## config.mk

```make
export PLATFORM = sky130hd
export DESIGN_NAME = btn_mode_ctrl
export DESIGN_NICKNAME = d
export VERILOG_FILES = /design/src/rtl/kv260_led_pkg.sv /design/src/rtl/btn_debounce.sv /design/src/rtl/btn_mode_ctrl.sv
export SDC_FILE = /design/constraint.sdc
export NUM_CORES = 1
export LEC_CHECK = 0
export CAP_MARGIN = 20
export CORE_ASPECT_RATIO = 1.1
export CORE_MARGIN = 3
export CORE_UTILIZATION = 30
export DETAILED_ROUTE_END_ITERATION = 16
export PLACE_DENSITY = 0.52
export SETUP_SLACK_MARGIN = 0.05
export SKIP_CTS_REPAIR_TIMING = 1
export SLEW_MARGIN = 10
export SYNTH_ARGS = -nofsm -noshare
export SYNTH_HDL_FRONTEND = slang
export SYNTH_SLANG_ARGS = --single-unit
```

## constraint.sdc

```tcl
create_clock -name clk -period 6.1 [get_ports clk]
set_input_delay 1.22 -clock clk [delete_from_list [all_inputs] [get_ports clk]]
set_output_delay 1.22 -clock clk [all_outputs]
set_load 0.01 [all_outputs]
```

## src/rtl/kv260_led_pkg.sv

```systemverilog
// rtl/kv260_led_pkg.sv - shared LED mode constants, button FSM states and helpers
package kv260_led_pkg;

    localparam logic [1:0] MODE_OFF     = 2'b00;
    localparam logic [1:0] MODE_BLINK   = 2'b01;
    localparam logic [1:0] MODE_COUNTER = 2'b10;
    localparam logic [1:0] MODE_KNIGHT  = 2'b11;

    typedef enum logic [1:0] {
        ST_IDLE    = 2'd0,
        ST_PRESSED = 2'd1,
        ST_LONG    = 2'd2
    } btn_state_t;

    // Saturating increment for the 32-bit debounce and hold counters
    function automatic logic [31:0] sat_inc(input logic [31:0] v);
        return (v == 32'hFFFF_FFFF) ? v : v + 32'd1;
    endfunction

endpackage

```

## src/rtl/btn_debounce.sv

```systemverilog
// rtl/btn_debounce.sv - 2-FF synchronizer plus counter debouncer for one button
module btn_debounce
    import kv260_led_pkg::*;
#(
    parameter int DEB_CYCLES = 2_000_000
) (
    input  logic clk,
    input  logic rst_n,
    input  logic btn_raw,
    output logic btn_db
);

    localparam logic [31:0] DEB_LAST = (DEB_CYCLES > 0) ? 32'(DEB_CYCLES - 1) : 32'd0;

    logic        sync1;
    logic        sync2;
    logic [31:0] cnt;

    // Two-stage synchronizer for the asynchronous raw button
    always_ff @(posedge clk or negedge rst_n) begin
        if (!rst_n) begin
            sync1 <= 1'b0;
            sync2 <= 1'b0;
        end else begin
            sync1 <= btn_raw;
            sync2 <= sync1;
        end
    end

    // Accept the synchronized level only after it has differed from btn_db for DEB_CYCLES cycles
    always_ff @(posedge clk or negedge rst_n) begin
        if (!rst_n) begin
            btn_db <= 1'b0;
            cnt    <= 32'd0;
        end else if (sync2 == btn_db) begin
            cnt <= 32'd0;
        end else if (cnt == DEB_LAST) begin
            btn_db <= sync2;
            cnt    <= 32'd0;
        end else begin
            cnt <= sat_inc(cnt);
        end
    end

endmodule

```

## src/rtl/btn_mode_ctrl.sv

```systemverilog
// rtl/btn_mode_ctrl.sv - two-button LED mode selector with NEXT long-press to OFF
module btn_mode_ctrl
    import kv260_led_pkg::*;
#(
    parameter int CLK_FREQ      = 100_000_000,
    parameter int DEBOUNCE_MS   = 20,
    parameter int LONG_PRESS_MS = 1000
) (
    input  logic       clk,
    input  logic       rst_n,
    input  logic [1:0] btn_raw,
    output logic [1:0] mode,
    output logic       mode_chg,
    output logic [1:0] btn_db,
    output logic [3:0] dbg_state
);

    localparam int          DEB_CYCLES  = CLK_FREQ / 1000 * DEBOUNCE_MS;
    localparam int          LONG_CYCLES = CLK_FREQ / 1000 * LONG_PRESS_MS;
    localparam logic [31:0] LONG_LAST   = (LONG_CYCLES > 0) ? 32'(LONG_CYCLES - 1) : 32'd0;

    btn_state_t  state;
    btn_state_t  state_nxt;
    logic [31:0] hold_cnt;
    logic [31:0] hold_nxt;
    logic [1:0]  db_q;
    logic [1:0]  mode_nxt;
    logic        long_force;
    logic        short_inc;
    logic        next_rise;
    logic        next_fall;
    logic        prev_fall;

    for (genvar i = 0; i < 2; i++) begin : g_btn
        btn_debounce #(
            .DEB_CYCLES(DEB_CYCLES)
        ) u_debounce (
            .clk    (clk),
            .rst_n  (rst_n),
            .btn_raw(btn_raw[i]),
            .btn_db (btn_db[i])
        );
    end

    assign next_rise = btn_db[0] & ~db_q[0];
    assign next_fall = ~btn_db[0] & db_q[0];
    assign prev_fall = ~btn_db[1] & db_q[1];
    assign dbg_state = {2'b00, state};

    // Delayed debounced levels for edge detection
    always_ff @(posedge clk or negedge rst_n) begin
        if (!rst_n) begin
            db_q <= 2'b00;
        end else begin
            db_q <= btn_db;
        end
    end

    // NEXT-button FSM state and hold counter registers
    always_ff @(posedge clk or negedge rst_n) begin
        if (!rst_n) begin
            state    <= ST_IDLE;
            hold_cnt <= 32'd0;
        end else begin
            state    <= state_nxt;
            hold_cnt <= hold_nxt;
        end
    end

    // NEXT-button FSM: short release steps the mode, reaching the hold limit forces OFF
    always_comb begin
        state_nxt  = state;
        hold_nxt   = hold_cnt;
        long_force = 1'b0;
        short_inc  = 1'b0;
        case (state)
            ST_IDLE: begin
                if (next_rise) begin
                    state_nxt = ST_PRESSED;
                    hold_nxt  = 32'd0;
                end
            end
            ST_PRESSED: begin
                if (hold_cnt == LONG_LAST) begin
                    // A release landing on the limit cycle is consumed here so LONG is not left waiting
                    long_force = 1'b1;
                    state_nxt  = next_fall ? ST_IDLE : ST_LONG;
                end else if (next_fall) begin
                    short_inc = 1'b1;
                    state_nxt = ST_IDLE;
                end else begin
                    hold_nxt = sat_inc(hold_cnt);
                end
            end
            ST_LONG: begin
                if (next_fall) begin
                    state_nxt = ST_IDLE;
                end
            end
            default: begin
                state_nxt = ST_IDLE;
            end
        endcase
    end

    // Next mode: long press wins, simultaneous NEXT/PREV steps cancel
    always_comb begin
        mode_nxt = mode;
        if (long_force) begin
            mode_nxt = MODE_OFF;
        end else if (short_inc && !prev_fall) begin
            mode_nxt = (mode == MODE_KNIGHT) ? MODE_OFF : mode + 2'd1;
        end else if (prev_fall && !short_inc) begin
            mode_nxt = (mode == MODE_OFF) ? MODE_KNIGHT : mode - 2'd1;
        end
    end

    // Registered mode with a change pulse coincident with the new value
    always_ff @(posedge clk or negedge rst_n) begin
        if (!rst_n) begin
            mode     <= MODE_OFF;
            mode_chg <= 1'b0;
        end else begin
            mode     <= mode_nxt;
            mode_chg <= (mode_nxt != mode);
        end
    end

endmodule
```

; ---- Word-level counts from Yosys, hierarchy flattened
; Index checks and enable logic that the tools add are counted.
[word_totals]
reg_bits = 109
elab_cells = 80
out_inout_bits = 9
inputBits = 4
[op_classes]
muxes = 26
reduce_logical = 10
n_eq_ne = 18
n_bitwise = 8
add_sub_neg = 5
[op_table]
columns = cell, n
row1 = $mux W32, 10
row2 = $add A32 B1 Y32 const B, 3
row3 = $eq A32 B32 Y1 const B, 3
row4 = $eq A32 B21 Y1 const B, 2
row5 = $pmux W32 S2, 1
row6 = $eq A32 B27 Y1 const B, 1
row7 = $mux W2, 9
row8 = $ne A2 B2 Y1 const B, 4
row9 = $ne A3 B1 Y1 const B, 2
row10 = $pmux W2 S3, 1
row11 = $mux W1, 5
row12 = $not A1 Y1, 5
row13 = $reduce_and A5 Y1, 1
row14 = $eq A2 B2 Y1 const B, 2
row15 = $logic_not A2 Y1, 2
row16 = $reduce_and A2 Y1, 2
row17 = $and A1 B1 Y1, 3
row18 = $add A2 B1 Y2 const B, 1
row19 = $eq A1 B1 Y1, 2
row20 = $eq A2 B1 Y1 const B, 1
row21 = $logic_and A1 B1 Y1, 2
row22 = $logic_not A1 Y1, 2
row23 = $ne A2 B2 Y1, 1
row24 = $reduce_bool A2 Y1, 1
row25 = $sub A2 B1 Y2 const B, 1

; ---- Depth between registers and ports, before layout
; Gate-level depths: netlist of the first run.
[depth]
ltp_word = 11
depth_mapped = 8
ltp_nobuf = 8

; ---- Modules after synthesis
; A second synthesis of the first run with hierarchy kept.
[unflattened]
cells_unflattened = 695
hier_area_um2 = 6287.3
[by_module_without_submodules]
columns = module, instances, seq_area_each_um2, area_per_inst_um2, cells_each
row1 = btn_debounce, 2, 875.8, 1981.9, 213
row2 = btn_mode_ctrl, 1, 975.9, 2323.5, 269

; ---- Least setup slack after synthesis of the first run
; OpenSTA, ideal clock, no wires.
[synth_path]
kind = register to register
from = reg g_btn[1].u_debounce.cnt[23]
to = reg g_btn[1].u_debounce.cnt[0]
setup_time_ns = 0.125
required_time_ns = 5.975
path_slack_ns = 3.839
synth_period_minus_slack_ns = 2.261
stages_incl_launch_ff = 7
path_buffers = 0
arrival_time_ns = 2.137
cell_sequence = dfrtp_1 or4b_1 or4_1 nor4_2 or2_2 nor2_1 mux2_2
[synth_via]
elab_chain_cells = 3
word_cells_on_any_way = 5
cone_classes = 3 x eq/ne / 2 x mux
[synth_rtl]
columns = element, line
row1 = from (decl), btn_debounce.sv:17  ; logic [31:0] cnt;
row2 = from (signal assigned), btn_debounce.sv:41  ; cnt <= sat_inc(cnt);
row3 = $eq A32 B21 Y1, btn_debounce.sv:37  ; end else if (cnt == DEB_LAST) begin
row4 = $mux W32, btn_debounce.sv:37
row5 = $mux W32, btn_debounce.sv:35  ; end else if (sync2 == btn_db) begin
; Several ways; a longest one is shown, not always the timed one.
; A chain may end at the register's enable or synchronous reset.

; ---- Final worst setup path of the first run
[layout_path]
from = reg g_btn[0].u_debounce.btn_db
to = reg hold_cnt[10]
[layout_via]
elab_chain_cells = 4
word_cells_on_any_way = 6
cone_classes = 2 x eq/ne / 3 x bitwise / 1 x reduce/logical
[layout_rtl]
columns = element, line
row1 = from (decl), btn_debounce.sv:10  ; output logic btn_db
row2 = from (signal assigned), btn_debounce.sv:38  ; btn_db <= sync2;
row3 = $not A1 Y1, btn_mode_ctrl.sv:46  ; assign next_fall = ~btn_db[0] & db_q[0];
row4 = $and A1 B1 Y1, btn_mode_ctrl.sv:46
row5 = $ne A2 B2 Y1 (no source line), n/a
row6 = $reduce_and A5 Y1 (no source line) (*), n/a
row7 = to (signal assigned), btn_mode_ctrl.sv:66  ; hold_cnt <= hold_nxt;
row8 = to (decl), btn_mode_ctrl.sv:24  ; logic [31:0] hold_cnt;
; Mark *: on every way between the ends. The rest lies on a longest branch, timed or not.

==> run summary, run 1 <==
TIMING
------------------------------------------------------------------------------------------------------
Slew HR                                                                                          27.2%
Pin slew with the least headroom to its limit                                                  1.08 ns
Worst clock skew                                                                             0.0104 ns
Max-slew violations                                                                                  0
Fin crit share                                                                                   46.2%
Final critical-path setup slack                                                                3.28 ns
Max Freq                                                                                     0.355 GHz
RSZ-0062 raised after global routing                                                             false
Number of hold violations in the final report                                                        0
Fin Hold WS                                                                                   0.370 ns
Setup_tns                                                                                         0 ns
Minimum clock period                                                                           2.82 ns
Count of final setup violators                                                                       0

WORST SETUP PATH
------------------------------------------------------------------------------------------------------
Sort of element at the end of the critical path                                              flip-flop
Worst R2R Setup Slack                                                                          3.28 ns
Worst reg-to-reg path cell count                                                                     6
Worst reg2reg path startpoint                                                             g_btn[0].u_debounce.btn_db
Data arrival, critical path                                                                    3.08 ns
Critical setup path kind                                                                  flip-flop to flip-flop
Worst Path Max Fanout                                                                               28
Worst Path Required                                                                            6.37 ns
Crit Reg-Reg Endpoint                                                                     hold_cnt[10]
Startpoint type of the worst setup path                                                      flip-flop

FLOORPLAN
------------------------------------------------------------------------------------------------------
FP Rows                                                                                             53
Overall die area                                                                           0.0214 mm^2
Core area                                                                                  0.0192 mm^2
Die boundary height                                                                             153 um
DIE WIDTH                                                                                       140 um
Starting Density                                                                                 30.7%
Total I/O pin count                                                                                 13

POWER AND IR DROP
------------------------------------------------------------------------------------------------------
PnR Total Power                                                                                1.39 mW
Net switching share of the total power                                                           23.0%
Power spent charging and discharging nets                                                     0.320 mW
Clock share of power                                                                             45.2%
P_leak                                                                                         2.55 nW
Combinational share of power                                                                      2.3%
Max IR drop VDD                                                                               0.138 mV
Sequential power share                                                                           52.5%
Power density cells                                                                        212 mW/mm^2
P_int                                                                                          1.07 mW

CTS
------------------------------------------------------------------------------------------------------
Skew-Pair Late Insertion Delay                                                                 0.35 ns
CTS tree                                                                                         built
Clock transition at the register clock pins on the worst setup and hold paths after CTS        0.08 ns
Clock net sink count                                                                               109
Clock buffers created by TritonCTS                                                                   9
CTS H-Tree Depth                                                                                     3
Maximum root-to-sink buffer count                                                                    2
CTS Root Buffer Type                                                                         clkbuf_16

RUN
------------------------------------------------------------------------------------------------------
Max-cap violation count                                                                              0

SYNTH
------------------------------------------------------------------------------------------------------
Sequential share of the synthesized area                                                         46.3%
Total of warnings raised by yosys                                                                    0
Cells after synthesis                                                                              642
Area of the mapped netlist                                                                0.00589 mm^2
EDFF count, synth                                                                                    0
Synthesized area divided by synthesized cell count                                           9.17 um^2
Fraction of registers with async set or reset after synthesis                                     100%
Number of storage elements in the synthesis netlist                                                109
Flip-flop cell with the highest count after synthesis                                          dfrtp_1
Distinct cell type count of the synthesized netlist                                                 55

LAYOUT
------------------------------------------------------------------------------------------------------
Area overhead of the layout relative to synthesis                                                11.3%
Diode count                                                                                          0
Most frequent cells in the layout                                                         dfrtp_1, nor2_1, nand2_1, nand3_1
Most common cell after layout, fill and taps aside                                             dfrtp_1
Layout cells sized above 1                                                                       5.22%
Number of nets in the layout                                                                       655

ROUTING
------------------------------------------------------------------------------------------------------
Average wire per cell in the routed design                                                     14.8 um
Via-per-instance ratio                                                                            5.38
Routed via count                                                                                  4831
Remaining design rule violation count                                                                0
Violation count after the first detailed-route iteration                                           380
Remaining number of nets flagged by the antenna check after routing                                  0
Detailed-router iteration count before antenna repair                                                4
Final WL                                                                                       13.3 mm

PLACE
------------------------------------------------------------------------------------------------------
Worst slack, placed                                                                            3.27 ns
HPWL after DPL                                                                                 9.06 mm
Gp weighted congestion                                                                           0.806
Count of input and output buffers                                                                   10

HOLD PATH
------------------------------------------------------------------------------------------------------
Endpoint, Worst Hold                                                                      g_btn[1].u_debounce.sync2
Worst hold path cell count                                                                           0
HP Class                                                                                  flip-flop to flip-flop
Startpoint of the most critical hold path                                                 g_btn[1].u_debounce.sync1

GLOBAL ROUTE
------------------------------------------------------------------------------------------------------
Largest net degree at the start of global routing                                                   57
Overflow left after global routing                                                                   0
Vias in the first global route                                                                    4835
Wire length of the first global-routing pass                                                   23.4 mm
GRT Resource Usage Total                                                                         12.9%
Number of antenna violations at the first check in global routing                                    0

RUN STATUS
------------------------------------------------------------------------------------------------------
Run status                                                                                finished clean

flip-flops by register name (all words and copies together), names as in the netlist, 2 cells and up:
signal	count
g_btn.u_debounce.cnt	64
g_btn.u_debounce.sync2	2
g_btn.u_debounce.sync1	2
hold_cnt	32
mode	2
state	2
db_q	2
g_btn.u_debounce.btn_db	2
per-stage QoR:
step	area [um^2]	util, %	std cells
final	6550	34.2	898
after global routing	6550	34.2	898
after CTS	6540	34.1	897
after detailed placement	6220	32.4	881
after global placement	6220	32.4	881
after floorplan	5890	-	643
how the worst max path moves through the flow:
stage	startpoint	endpoint
global placement	g_btn[1].u_debounce.cnt[23]	g_btn[1].u_debounce.cnt[0]
detailed placement	g_btn[1].u_debounce.cnt[21]	g_btn[1].u_debounce.cnt[0]
floorplan	g_btn[1].u_debounce.cnt[23]	g_btn[1].u_debounce.cnt[0]
global route	g_btn[0].u_debounce.btn_db	hold_cnt[10]
finish	g_btn[0].u_debounce.btn_db	hold_cnt[10]
CTS	g_btn[1].u_debounce.cnt[21]	g_btn[1].u_debounce.cnt[0]
kinds of logic after synthesis:
logic type | share of synthesized area, %
simple gates | 28.8
compound gates | 12.0
flops | 46.3
xor+xnor | 7.88
buf+inv | 2.95
fa+ha+maj | 1.06
mux | 0.914
other cells | 0.0637
cell type report:
type,count,area [um^2]
Clock buffer,10,239
Clock inverter,6,81.3
Fill cell,1946,12600
Inverter,15,56.3
Multi-Input combinational cell,496,3000
Sequential cell,109,2730
Tap cell,247,309
Timing Repair Buffer,15,143
worst max-delay path, cell delays in order, from the launching register on:
cell and delay [ns]:
dfrtp_1 0.46, nor2b_1 0.16, nand2b_1 0.19, a21oi_1 0.36, nand3_1 0.67, or4_1 0.71, a21oi_1 0.17
cells in the mapped netlist (2+ instances only):
master	n	area share, %
a2111oi_0	3	0.45
a211oi_1	3	0.38
a21boi_0	2	0.25
a21o_1	2	0.25
a21oi_1	38	3.2
a31oi_1	7	0.74
and2_1	6	0.64
and3_1	18	1.9
and4_1	13	1.9
buf_4	4	0.51
buf_6	2	0.38
clkbuf_1	16	1.0
dfrtp_1	109	46
ha_1	5	1.1
inv_1	15	0.96
mux2_2	3	0.57
mux2i_1	2	0.34
nand2_1	47	3.0
nand2b_1	6	0.64
nand3_1	41	3.5
nand4_1	31	3.3
nor2_1	71	4.5
nor2b_1	2	0.21
nor3_1	11	0.93
nor3b_1	4	0.51
nor4_1	13	1.4
nor4_2	2	0.42
nor4b_1	2	0.30
nor4bb_1	3	0.51
o2111ai_1	3	0.45
o21ai_0	38	3.2
o311ai_0	2	0.30
o31ai_1	8	1.0
or2_2	3	0.32
or3_1	27	2.9
or4_1	10	1.3
xnor2_1	33	4.9
xor2_1	20	3.0
power by group through the flow:
stage / sequential [mW] / clock (mW) / combinational [mW]
floorplan: 0.744 / 0 / 0.0150
global placement: 0.745 / 0 / 0.0326
detailed placement: 0.745 / 0 / 0.0333
CTS: 0.730 / 0.650 / 0.0334
global route: 0.731 / 0.680 / 0.0383
finish: 0.730 / 0.629 / 0.0323
routing by layer:
layer  track usage [%]  wire length, um
met1              16.9             6230
met2              21.5             6400
met3              2.22              420
met4              4.52              202
met5                 0                0
(Power assumes the default switching activity.)
==> inputs of run 2 (changes only) <==
Settings changed: PLACE_DENSITY 0.52 to 0.54.
Clock period 6.1 ns to 2.4 ns, I/O delays scaled along.
==> run 2 against run 1 <==
Compared with the run above: sequential power rose to 2.5 times the previous value; global-route usage increased by 0.34 points; register-to-register slack worse by 3.1 ns; largest power group unchanged.
==> run summary, run 2 (synthesized netlist as in run 1, its figures left out) <==
LAYOUT
------------------------------------------------------------------------------------------------------
Number of nets in the layout                                                                       694   +6.0%
Area overhead of the layout relative to synthesis                                                17.9%
Registers with the highest flip-flop counts                                               g_btn.u_debounce.cnt x64, hold_cnt x32
Diode count                                                                                          0   unchanged
Layout cells sized above 1                                                                       11.6%   +6.4 points
Most common cell after layout, fill and taps aside                                             dfrtp_1
Register containing the most flip-flops in the final layout                               g_btn.u_debounce.cnt
Finished Core Util                                                                               36.2%   +2.0 points
Flip-flop count of the largest register after layout                                                64   unchanged
Most frequent cells in the layout                                                         dfrtp_1, nor2_1, nand2_1, buf_4, nand3_1

ROUTING
------------------------------------------------------------------------------------------------------
Remaining number of nets flagged by the antenna check after routing                                  0   unchanged
Remaining design rule violation count                                                                0   unchanged
Via-per-instance ratio                                                                            5.35   -0.49%
Average wire per cell in the routed design                                                     14.8 um   +0.47%
Final WL                                                                                       13.9 mm   +4.8%
Detailed-router iteration count before antenna repair                                                5   +1
Routed via count                                                                                  5016   +3.8%
Violation count after the first detailed-route iteration                                           295   -22%

TIMING
------------------------------------------------------------------------------------------------------
RSZ-0062 raised after global routing                                                             false
Number of hold violations in the final report                                                        0   unchanged
Setup_tns                                                                                         0 ns   unchanged
Slew HR                                                                                          54.7%   +27 points
Final critical-path setup slack                                                               0.166 ns   -3.12 ns
Fin crit share                                                                                   93.1%   +47 points
Worst clock skew                                                                            0.00990 ns   -0.000542 ns
Max-slew violations                                                                                  0   unchanged
Pin slew with the least headroom to its limit                                                 0.676 ns   -0.402 ns
Max Freq                                                                                     0.448 GHz   +26%
Minimum clock period                                                                           2.23 ns   -0.582 ns
Fin Hold WS                                                                                  0.0601 ns   -0.310 ns
Count of final setup violators                                                                       0   unchanged

GLOBAL ROUTE
------------------------------------------------------------------------------------------------------
Number of antenna violations at the first check in global routing                                    0   unchanged
GRT Resource Usage Total                                                                         13.2%   +0.34 points
Overflow left after global routing                                                                   0   unchanged
Vias in the first global route                                                                    4878   +0.89%
Largest net degree at the start of global routing                                                   39   -32%
Wire length of the first global-routing pass                                                   23.8 mm   +1.7%

WORST SETUP PATH
------------------------------------------------------------------------------------------------------
CP dominant cell by count                                                                        or3_1
Buffers plus inverters on the worst setup path                                                       1   +1
Worst Path Max Fanout                                                                                8   -71%
Startpoint type of the worst setup path                                                      flip-flop
Number of stages on the worst setup path                                                             7   +1
Sort of element at the end of the critical path                                              flip-flop
Data arrival, critical path                                                                    2.52 ns   -0.56 ns
Family of cells with the greatest summed delay on the critical path                       simple AND/OR/NAND/NOR gates
Slowest Stage Delay on Critical Path                                                           0.44 ns   -0.27 ns
Critical setup path kind                                                                  flip-flop to flip-flop
Worst Path Required                                                                            2.69 ns   -3.68 ns
Cell Chain, Critical Path                                                                 nand3_2 > or3_1 > a2111oi_4 > nand4_1 > buf_4 > or3_1 > a21oi_1
Worst reg-to-reg path cell count                                                                     7   +1
Slowest library cell on the worst path                                                           or3_1

POWER AND IR DROP
------------------------------------------------------------------------------------------------------
PnR Total Power                                                                                3.59 mW   +160%
P_leak                                                                                         2.80 nW   +9.9%
Max IR drop VDD                                                                               0.394 mV   +190%
Power density cells                                                                        517 mW/mm^2   +140%

PLACE
------------------------------------------------------------------------------------------------------
HPWL after DPL                                                                                 9.97 mm   +10%
Worst slack, placed                                                                          0.0708 ns   -3.20 ns
Gp weighted congestion                                                                           0.867   +7.6%
Count of input and output buffers                                                                   10   unchanged

CTS
------------------------------------------------------------------------------------------------------
Maximum root-to-sink buffer count                                                                    2   unchanged
Skew-Pair Late Insertion Delay                                                                 0.36 ns   about the same
CTS H-Tree Depth                                                                                     3   unchanged
Clock net sink count                                                                               109   unchanged
CTS tree                                                                                         built
Clock transition at the register clock pins on the worst setup and hold paths after CTS        0.07 ns   about the same
Clock buffers created by TritonCTS                                                                   9   unchanged
CTS Root Buffer Type                                                                         clkbuf_16

FLOORPLAN
------------------------------------------------------------------------------------------------------
Core area                                                                                  0.0192 mm^2   unchanged
FP Rows                                                                                             53   unchanged
DIE WIDTH                                                                                       140 um   unchanged
Total I/O pin count                                                                                 13   unchanged
Starting Density                                                                                 30.7%   unchanged
Overall die area                                                                           0.0214 mm^2   unchanged
Die boundary height                                                                             153 um   unchanged

RUN STATUS
------------------------------------------------------------------------------------------------------
Run status                                                                                finished clean

RUN
------------------------------------------------------------------------------------------------------
Max-cap violation count                                                                              0   unchanged

HOLD PATH
------------------------------------------------------------------------------------------------------
HP Class                                                                                  input pin to asynchronous set/reset pin

==> run 2: cell count changes in the layout (fill, tap and decap cells not counted), sizes merged <==
cell / change
clkinvlp: +2
clkbuf: -1
inv: +1
clkinv: -3
bufinv: +1
buf: +39
==> run 2: metal layers <==
metal | global-route usage (%) | part of all wire, % | vias to the layer above
li1 | - | - | 2440
met1 | 17.5 | 47 | 2480
met2 | 21.8 | 49 | 77
met3 | 2.63 | 2.7 | 19
met4 | 4.34 | 1.7 | 0
met5 | 0 | 0 | -
==> run 2: final timing paths <==
kind	from	endpoint	slack, ns
min in group clk	g_btn[1].u_debounce.sync1	g_btn[1].u_debounce.sync2	0.35
hold reg to reg	g_btn[1].u_debounce.sync1	g_btn[1].u_debounce.sync2	0.35
setup / recovery	hold_cnt[5]	hold_cnt[25]	0.17
max in group asynchronous	rst_n	g_btn[1].u_debounce.cnt[27]	1.73
setup reg to reg	hold_cnt[5]	hold_cnt[25]	0.17
hold / removal	rst_n	hold_cnt[28]	0.06
==> run 2: final cells by class <==
type                            instances  area (um^2)
Clock buffer                            9          225
Clock inverter                          7         97.6
Fill cell                            1920        12200
Inverter                               15         56.3
Multi-Input combinational cell        496         3080
Sequential cell                       109         2730
Tap cell                              247          309
Timing Repair Buffer                   54          453
==> run 2: stage by stage <==
step / cell area (um^2) / std cells
after floorplan: 5890 / 643
after global placement: 6520 / 918
after detailed placement: 6520 / 918
after CTS: 6840 / 934
after global routing: 6940 / 937
final: 6940 / 937
==> run 2: power by group <==
part           total, mW  switching (mW)  internal [mW]  leakage (nW)
sequential          1.86         0.00982           1.85          1.51
clock               1.64           0.717          0.921         0.152
combinational     0.0958          0.0650         0.0308          1.14
total               3.59           0.792           2.80          2.80
==> inputs of run 3 (changes only) <==
--- a/config.mk
+++ b/config.mk
@@ -9,7 +9,8 @@
 export CORE_ASPECT_RATIO = 1.1
 export CORE_MARGIN = 3
-export CORE_UTILIZATION = 30
+export CORE_UTILIZATION = 56
+export CTS_CLUSTER_SIZE = 20
 export DETAILED_ROUTE_END_ITERATION = 16
-export PLACE_DENSITY = 0.54
+export PLACE_DENSITY = 0.84
 export SETUP_SLACK_MARGIN = 0.05
 export SKIP_CTS_REPAIR_TIMING = 1
==> constraint.sdc (replaced) <==
create_clock -name clk -period 2.4 [get_ports clk]
set_input_delay 0.6 -clock clk [delete_from_list [all_inputs] [get_ports clk]]
set_output_delay 0.6 -clock clk [all_outputs]
set_load 0.01 [all_outputs]
==> run 3 against run 2 <==
Compared with the run above: sequential cell count stayed put; non-clock buffer count is 9 lower; sequential power hardly changed; register-to-register slack hardly changed; worst setup slack worse by 0.0099 ns; via count is 0.40% higher; sequential share of layout area is 2.1 points higher; clock skew is 0.0020 ns higher; largest cell class unchanged.
==> run summary, run 3 (synthesized netlist as in run 1, its figures left out) <==
FLOORPLAN
------------------------------------------------------------------------------------------------------
Starting Density                                                                                 58.4%   +28 points
FP Rows                                                                                             38   -28%
Total I/O pin count                                                                                 13   unchanged
Overall die area                                                                           0.0118 mm^2   -45%
Die boundary height                                                                             114 um   -26%
DIE WIDTH                                                                                       104 um   -26%
Core area                                                                                  0.0101 mm^2   -47%

WORST SETUP PATH
------------------------------------------------------------------------------------------------------
Slowest Stage Delay on Critical Path                                                           0.48 ns   +0.04 ns
Data arrival, critical path                                                                    2.52 ns   about the same
Origin of the worst setup path                                                             hold_cnt[0]
Slowest library cell on the worst path                                                          nor4_4
Sort of element at the end of the critical path                                              flip-flop
Cell Chain, Critical Path                                                                 ha_1 > nand4_1 > nor4_4 > a21boi_0 > and3_2 > a31oi_1 > a41o_1
Crit Reg-Reg Endpoint                                                                     hold_cnt[16]
Worst reg2reg path startpoint                                                              hold_cnt[0]
Critical setup path kind                                                                  flip-flop to flip-flop
Worst R2R Setup Slack                                                                          0.16 ns   about the same
Startpoint type of the worst setup path                                                      flip-flop
Worst Setup EP                                                                            hold_cnt[16]
Worst Path Max Fanout                                                                                6   -2
Worst reg-to-reg path cell count                                                                     7   unchanged
Worst Path Required                                                                            2.67 ns   -0.02 ns

PLACE
------------------------------------------------------------------------------------------------------
Cell Area, Placed                                                                         0.00633 mm^2   -3.0%
Placed Instances                                                                                   803   -13%
Count of input and output buffers                                                                   10   unchanged
HPWL after DPL                                                                                 8.89 mm   -11%
Gp weighted congestion                                                                           0.891   +2.7%
Worst slack, placed                                                                          0.0280 ns   -0.0429 ns

TIMING
------------------------------------------------------------------------------------------------------
Final critical-path setup slack                                                               0.156 ns   -0.00991 ns
Worst clock skew                                                                             0.0119 ns   +0.00201 ns
Max Freq                                                                                     0.446 GHz   -0.44%
Slew HR                                                                                          57.3%   +2.7 points
Fin crit share                                                                                   93.5%   +0.41 points
Pin slew with the least headroom to its limit                                                 0.635 ns   -0.0411 ns
Number of hold violations in the final report                                                        0   unchanged
Count of final setup violators                                                                       0   unchanged
Minimum clock period                                                                           2.24 ns   +0.00991 ns
RSZ-0062 raised after global routing                                                              true
Max-slew violations                                                                                  0   unchanged
Setup_tns                                                                                         0 ns   unchanged

CTS
------------------------------------------------------------------------------------------------------
CTS Root Buffer Type                                                                          clkbuf_8
Clock transition at the register clock pins on the worst setup and hold paths after CTS        0.11 ns   +0.04 ns
CTS tree                                                                                         built
CTS H-Tree Depth                                                                                     3   unchanged
Clock net sink count                                                                               109   unchanged
Maximum root-to-sink buffer count                                                                    2   unchanged
Clock buffers created by TritonCTS                                                                   9   unchanged
Skew-Pair Late Insertion Delay                                                                 0.38 ns   +0.02 ns

ROUTING
------------------------------------------------------------------------------------------------------
Remaining number of nets flagged by the antenna check after routing                                  0   unchanged
Violation count after the first detailed-route iteration                                           309   +4.7%
Final WL                                                                                       12.5 mm   -9.9%
Detailed-router iteration count before antenna repair                                                5   unchanged
Average wire per cell in the routed design                                                     15.3 um   +2.9%
Via-per-instance ratio                                                                            6.13   +15%
Routed via count                                                                                  5036   +0.40%
Remaining design rule violation count                                                                0   unchanged

LAYOUT
------------------------------------------------------------------------------------------------------
Non-Filler Cell Area, Final                                                               0.00658 mm^2   -5.2%
Diode count                                                                                          0   unchanged
Flip-flop count of the largest register after layout                                                64   unchanged
Most common cell after layout, fill and taps aside                                             dfrtp_1
Area overhead of the layout relative to synthesis                                                11.8%
Number of cells in the finished layout apart from fillers                                          821   -12%
Number of filler instances in the final layout                                                     817   -57%
Most frequent cells in the layout                                                         dfrtp_1, nor2_1, nand2_1, nand3_1
Layout cells sized above 1                                                                       10.4%   -1.2 points
Number of nets in the layout                                                                       685   -1.3%
Registers with the highest flip-flop counts                                               g_btn.u_debounce.cnt x64, hold_cnt x32
Register containing the most flip-flops in the final layout                               g_btn.u_debounce.cnt

POWER AND IR DROP
------------------------------------------------------------------------------------------------------
PnR Total Power                                                                                3.00 mW   -16%
Max IR drop VDD                                                                               0.381 mV   -3.4%
Power density cells                                                                        456 mW/mm^2   -12%
P_leak                                                                                         2.66 nW   -5.0%

GLOBAL ROUTE
------------------------------------------------------------------------------------------------------
Wire length of the first global-routing pass                                                   21.6 mm   -9.0%
Number of antenna violations at the first check in global routing                                    0   unchanged
GRT Resource Usage Total                                                                         22.2%   +8.9 points
Largest net degree at the start of global routing                                                   56   +44%
Overflow left after global routing                                                                   0   unchanged
Vias in the first global route                                                                    4767   -2.3%

RUN
------------------------------------------------------------------------------------------------------
Max-cap violation count                                                                              0   unchanged

HOLD PATH
------------------------------------------------------------------------------------------------------
HP Class                                                                                  input pin to asynchronous set/reset pin

RUN STATUS
------------------------------------------------------------------------------------------------------
Run status                                                                                finished clean

==> run 3: changes by cell type in the layout (fill, tap and decap cells not counted), moves of 2 or more <==
| cell | previous run | this run |
|---|---|---|
| nor4_4 | 3 | 1 |
| clkbuf_8 | 0 | 9 |
| clkbuf_16 | 9 | 0 |
| buf_4 | 43 | 33 |
| bufinv_16 | 2 | 0 |
| clkinv_4 | 0 | 2 |
| nor4_1 | 9 | 11 |
==> run 3: area by class of cell <==
type / instances / area (um^2) / area share (%)
clock buffer: 9 / 124 / 1.88
multi-input combinational: 496 / 3050 / 46.4
sequential: 109 / 2730 / 41.4
tap: 140 / 175 / 2.66
timing repair buffer: 45 / 389 / 5.91
inverter: 15 / 56.3 / 0.855
clock inverter: 7 / 58.8 / 0.893
==> run 3: per-stage QoR <==
| stage | hold slack, ns | utilization, % |
|---|---|---|
| 2_1_floorplan | 0.304 | - |
| 3_3_place_gp | 0.332 | 62.8 |
| 3_5_place_dp | 0.335 | 62.8 |
| 4_1_cts | 0.158 | 64.6 |
| 5_1_grt | 0.164 | 65.3 |
| 6_report | 0.154 | 65.3 |
==> run 3: worst min path at each step <==
| stage | endpoint | from | cells after the start | slack, ns |
|---|---|---|---|---|
| 6_report | hold_cnt[23] | rst_n | 1 | 0.15 |
| 5_1_grt | hold_cnt[14] | rst_n | 1 | 0.16 |
| 4_1_cts | hold_cnt[23] | rst_n | 1 | 0.16 |
| 3_5_place_dp | g_btn[0].u_debounce.sync2 | g_btn[0].u_debounce.sync1 | 0 | 0.33 |
| 3_3_place_gp | g_btn[0].u_debounce.sync2 | g_btn[0].u_debounce.sync1 | 0 | 0.33 |
| 2_1_floorplan | db_q[0] | rst_n | 0 | 0.30 |
==> run 3: report_power, final <==
part / total, mW / switching, mW / internal [mW]
clock: 1.06 / 0.664 / 0.394
combinational: 0.0871 / 0.0616 / 0.0255
sequential: 1.86 / 0.0101 / 1.85
total: 3.00 / 0.735 / 2.27
==> run 3: critical path, delay by kind of cell, from the launching register on <==
| family | cells | cell delay (ns) |
|---|---|---|
| compound gates | 3 | 0.57 |
| fa+ha+maj | 1 | 0.21 |
| flops | 1 | 0.43 |
| simple gates | 3 | 0.94 |
==> run 3: routing by layer <==
metal  wire length [um]  share of wire, %  GRT usage (%)
met1               5520                44           27.4
met2               6240                50           39.5
met3                555               4.4           3.74
met4                211               1.7           7.89
met5                  0                 0              0
